[config.mk]
export PLATFORM = sky130hd
export DESIGN_NAME = vga_line_fetcher
export DESIGN_NICKNAME = d
export VERILOG_FILES = /design/src/rtl/vga_line_fetcher.sv
export SDC_FILE = /design/constraint.sdc
export NUM_CORES = 1
export LEC_CHECK = 0
export ABC_AREA = 1
export CORE_ASPECT_RATIO = 0.9
export CORE_UTILIZATION = 30
export CTS_BUF_LIST = sky130_fd_sc_hd__clkbuf_4 sky130_fd_sc_hd__clkbuf_8
export DETAILED_ROUTE_END_ITERATION = 7
export PLACE_DENSITY = 0.51
export SYNTH_ARGS = -nofsm -noshare
export SYNTH_HDL_FRONTEND = slang
export SYNTH_SLANG_ARGS = --single-unit
[constraint.sdc]
create_clock -name clk_pixel -period 3.08 [get_ports clk_pixel]
set_clock_uncertainty 0.15 [all_clocks]
set_input_delay 0.924 -clock clk_pixel [delete_from_list [all_inputs] [get_ports clk_pixel]]
set_output_delay 0.924 -clock clk_pixel [all_outputs]
set_load 0.05 [all_outputs]
[src/rtl/vga_line_fetcher.sv]
`default_nettype none
// ============================================================================
// Module  : vga_line_fetcher
// Purpose : Frame-buffer fetch scheduler for the pixel FIFO in front of vga.
//           Follows the raster and issues burst reads to the memory arbiter.
//           A burst is only requested when the FIFO has room for all of it.
//           Fetching of a frame starts at the first vblank pixel.
// Ports   : clk_pixel, rst_n        - pixel clock, async active-low reset
//           enable, fb_base         - scanout enable / base word address,
//                                     both taken at frame start
//           beam_x, beam_y          - raster position from vga
//           fifo_free, fifo_flush   - FIFO free words / discard pulse
//           mem_req/addr/ack/valid  - burst read handshake and beat strobe
//           busy, frame_late        - not idle / frame overran its fetch
// Config  : VGA_LINE_REPEAT_EN - each source line is fetched twice
//           (Y double-scan), so a frame reads half as many source lines.
// Revision: 1.0 - initial release
// ============================================================================
module vga_line_fetcher #(
  parameter int C_resolution_x = 640,
  parameter int C_resolution_y = 480,
  parameter int C_pitch        = 640,
  parameter int C_burst        = 16,
  parameter int C_addr_bits    = 24
) (
  input  logic                   clk_pixel,
  input  logic                   rst_n,
  input  logic                   enable,
  input  logic [C_addr_bits-1:0] fb_base,
  input  logic [11:0]            beam_x,
  input  logic [10:0]            beam_y,
  input  logic [10:0]            fifo_free,
  output logic                   fifo_flush,
  output logic                   mem_req,
  output logic [C_addr_bits-1:0] mem_addr,
  input  logic                   mem_ack,
  input  logic                   mem_valid,
  output logic                   busy,
  output logic                   frame_late
);

  localparam int BEAT_W = $clog2(C_burst + 1);

  localparam logic [11:0]            BURST_X   = 12'(C_burst);
  localparam logic [11:0]            RES_X     = 12'(C_resolution_x);
  localparam logic [10:0]            RES_Y     = 11'(C_resolution_y);
  localparam logic [10:0]            BURST_FREE = 11'(C_burst);
  localparam logic [C_addr_bits-1:0] PITCH     = C_addr_bits'(C_pitch);
  localparam logic [BEAT_W-1:0]      BEAT_LAST = BEAT_W'(C_burst - 1);

  localparam logic [2:0] S_IDLE  = 3'd0;
  localparam logic [2:0] S_FLUSH = 3'd1;
  localparam logic [2:0] S_CHECK = 3'd2;
  localparam logic [2:0] S_REQ   = 3'd3;
  localparam logic [2:0] S_DATA  = 3'd4;
  localparam logic [2:0] S_DONE  = 3'd5;

  logic [2:0]             state;
  logic [2:0]             next_state;
  logic                   fs;
  logic                   restart_pending;
  logic [C_addr_bits-1:0] line_addr;
  logic [11:0]            x_off;
  logic [10:0]            line_cnt;
  logic [BEAT_W-1:0]      beat_cnt;

  logic credit;
  logic last_beat;
  logic line_end;
  logic frame_end;
  logic flush_d;
  logic req_d;
  logic busy_d;
  logic late_d;

  assign credit    = (fifo_free >= BURST_FREE);
  assign last_beat = (state == S_DATA) && mem_valid && (beat_cnt == BEAT_LAST);
  assign line_end  = ((x_off + BURST_X) == RES_X);
  assign frame_end = line_end && ((line_cnt + 11'd1) == RES_Y);

  // State register
  always_ff @(posedge clk_pixel or negedge rst_n) begin
    if (!rst_n) state <= S_IDLE;
    else        state <= next_state;
  end

  // Next-state logic
  always_comb begin
    next_state = state;
    case (state)
      S_IDLE:  if (fs && enable) next_state = S_FLUSH;
      S_FLUSH: next_state = S_CHECK;
      S_CHECK: begin
        if (fs)          next_state = S_FLUSH;
        else if (credit) next_state = S_REQ;
      end
      S_REQ:   if (mem_ack) next_state = S_DATA;
      S_DATA: begin
        if (last_beat) begin
          // A frame start seen during the burst (including on this very
          // beat) wins over the normal line/frame progression.
          if (restart_pending || fs) next_state = enable ? S_FLUSH : S_IDLE;
          else if (frame_end)        next_state = S_DONE;
          else                       next_state = S_CHECK;
        end
      end
      S_DONE:  if (fs) next_state = enable ? S_FLUSH : S_IDLE;
      default: next_state = S_IDLE;
    endcase
  end

  // Output logic: outputs are registered from the next state so that each
  // one is valid in the same cycle as the state it belongs to.
  always_comb begin
    flush_d = (next_state == S_FLUSH);
    req_d   = (next_state == S_REQ);
    busy_d  = (next_state != S_IDLE);
    late_d  = fs && ((state == S_CHECK) || (state == S_REQ) || (state == S_DATA));
  end

  // Datapath and registered outputs
  always_ff @(posedge clk_pixel or negedge rst_n) begin
    if (!rst_n) begin
      fs              <= 1'b0;
      fifo_flush      <= 1'b0;
      mem_req         <= 1'b0;
      busy            <= 1'b0;
      frame_late      <= 1'b0;
      mem_addr        <= '0;
      restart_pending <= 1'b0;
      line_addr       <= '0;
      x_off           <= '0;
      line_cnt        <= '0;
      beat_cnt        <= '0;
    end else begin
      fs         <= (beam_x == 12'd0) && (beam_y == RES_Y);
      fifo_flush <= flush_d;
      mem_req    <= req_d;
      busy       <= busy_d;
      frame_late <= late_d;

      case (state)
        S_FLUSH: begin
          line_addr       <= fb_base;
          x_off           <= '0;
          line_cnt        <= '0;
          restart_pending <= 1'b0;
        end
        S_CHECK: begin
          if (!fs && credit)
            mem_addr <= line_addr + {{(C_addr_bits-12){1'b0}}, x_off};
        end
        S_REQ: begin
          if (fs)      restart_pending <= 1'b1;
          if (mem_ack) beat_cnt <= '0;
        end
        S_DATA: begin
          if (fs)        restart_pending <= 1'b1;
          if (mem_valid) beat_cnt <= beat_cnt + BEAT_W'(1);
          if (last_beat) begin
            restart_pending <= 1'b0;
            if (line_end) begin
              x_off    <= '0;
              line_cnt <= line_cnt + 11'd1;
`ifdef VGA_LINE_REPEAT_EN
              // Odd output line finishes a source line pair.
              if (line_cnt[0]) line_addr <= line_addr + PITCH;
`else
              line_addr <= line_addr + PITCH;
`endif
            end else begin
              x_off <= x_off + BURST_X;
            end
          end
        end
        default: ;
      endcase
    end
  end

endmodule
`default_nettype wire

==> metrics.txt <==
status completed; Synth cell types 40; CP top delay family buffers and inverters; first-pass GRT wire length 21.1 mm; ant diodes 0; gr usage total 0.162; Layout area overhead 26.4%; Mean Syn Cell Area 7.38 um^2; largest net degree at the start of global routing 43; critical-path cell list clkdlybuf4s50_1; Post-Synthesis Cells 658; Die X 136 um; Max Fanout on Critical Path 2; Yosys top cell area share 0.417; Hold Vio Cnt, Final 0; Die Span Y 123 um; antenna violations before repair 0; DR vias/cell 4.61; root cell of the clock tree clkbuf_8; Power Dens Cells 797 nW/um^2; clock buffer depth 2; Peak Freq 380 MHz; setup tns final 0 ns; dpl hpwl 9.27 mm; DR iter-0 viols 182; layout cells sized above 1 0.0931; unrepaired setup endpoints after global routing no; CTS tree yes; placed insts 939; HP Class flip-flop to flip-flop; VDD IR max 0.425 mV; Static Leak 2.87 nW; fin crit period 2.63 ns; Crit Path Class flip-flop to output pin; # nets final 826; H-tree depth 3; Slew Limit Headroom 0.592; Synth Warn # 0; critical path arrival 1.56 ns; Startpoint Class flip-flop; Synth Register Bits 81; drt wl/cell 13.2 um; total power 4.89 mW; detailed-route wire length 12.6 mm; CP Buf/Inv Count 1; Final Max Slew Viols 0; Synth top cells by count 220 x nand2_1, 81 x dfrtp_1, 67 x inv_1, 63 x nor2_1, 49 x nand3_1; Async SR Flop Fraction 1.00; via count 4400; # port buffers 86; Final setup viols 0; Worst-Skew Late Latency 0.37 ns; final std cells w/o fill 954; post-cts sizing count 0; # hold bufs at CTS 0; clock-pin slew on the worst setup and hold paths 0.08 ns; setup ws final 0.450 ns; die area 16700 um^2; Top Ports 91; CP endpoint kind output pin; Max Cap Violations 0; CP peak stage delay 0.81 ns; 1st-pass router iterations 4; sequential element share of the synthesized area 0.417; Starting Density 0.311; RD Place Congestion 0.828; TritonCTS Sinks 81; antenna violation net count after detailed routing 0; Worst EP required 2.01 ns; fin crit share 0.854; vias in the first global route 4426; Overflow after GRT 0; post-CTS setup buffers 0; floorplan core area 15600 um^2; Post-route DRC 0; count leader, synth nand2_1; Placement Setup Slack 0.296 ns; Netlist Area Pre-Place 4860 um^2; syn_nets 736; worst slew pin tran 0.612 ns; std cell rows 43; hold_ws 0.334 ns; worst-path cell with the longest stage delay clkdlybuf4s50_1; leading area contributor after synthesis dfrtp_1; Num CTS Buffers 9; Synth Flop Type dfrtp_1; EDFF count, synth 0; synth top area cells dfrtp_1 42%, nand2_1 17%, inv_1 5.2%
metrics by stage:
step | instance area [um^2] | utilization
global placement | 5970 | 0.383
CTS | 6140 | 0.394
finish | 6140 | 0.394
floorplan | 4860 | -
global route | 6140 | 0.394
detailed placement | 5970 | 0.383
final cells by class:
cell class | instances | area, um^2
multi-input combinational | 489 | 2460
clock inverter | 3 | 17.5
tap | 202 | 253
sequential | 81 | 2030
inverter | 74 | 278
timing repair buffer | 93 | 948
clock buffer | 12 | 153
fill | 1658 | 9460
registers in the layout, summed over array words and instances, names as in the netlist:
register         cells
beat_cnt             5
busy                 1
fifo_flush           1
frame_late           1
fs                   1
line_addr           24
line_cnt            11
mem_addr            24
mem_req              1
restart_pending      1
state                3
x_off                8
cells in the final DEF (no fill, tap or decap), drive strengths merged:
cell and n:
nand2 226, clkdlybuf4s50 85, dfrtp 81, inv 73, nor2 70, nand3 50, o21ai 46, a21oi 21
ha 15, clkbuf 12, xor2 11, buf 8, nand4 7, nor4 6, o22ai 6, xnor2 5
o31ai 5, nor3 4, or2 3, a31oi 3, clkinv 3, a21boi 2, o21bai 1, o2111ai 1
o2111a 1, a21o 1, nand3b 1, a22o 1, o211ai 1, mux2i 1, a32o 1, clkinvlp 1
path summary, 6_finish.rpt:
kind,end,from,cells past startpoint,slack (ns)
max,mem_addr[6],mem_addr[6],1,0.45
min reg2reg,mem_addr[16],mem_addr[16],2,0.33
min in group asynchronous,mem_addr[3],rst_n,1,0.38
max in group asynchronous,line_cnt[7],rst_n,2,1.75
max reg2reg,line_addr[13],x_off[4],12,0.68
min,mem_addr[16],mem_addr[16],2,0.33
kinds of logic after synthesis:
family | count (synthesis) | synth area share
mux | 1 | 0.00206
flops | 81 | 0.417
xor+xnor | 16 | 0.0288
simple gates | 367 | 0.316
fa+ha+maj | 15 | 0.0386
compound gates | 90 | 0.121
buf+inv | 88 | 0.0760
metal layers:
layer,GRT usage,part of all wire
met5,0,0
met4,0.0424,0.0090
met1,0.195,0.45
met2,0.286,0.50
met3,0.0409,0.038
where the power goes:
| part | internal (mW) | switching [mW] | total [mW] |
|---|---|---|---|
| Combinational | 0.852 | 1.61 | 2.46 |
| Clock | 0.326 | 0.399 | 0.725 |
| Sequential | 1.42 | 0.281 | 1.70 |
Note: power is estimated with default switching activity, not from simulation.
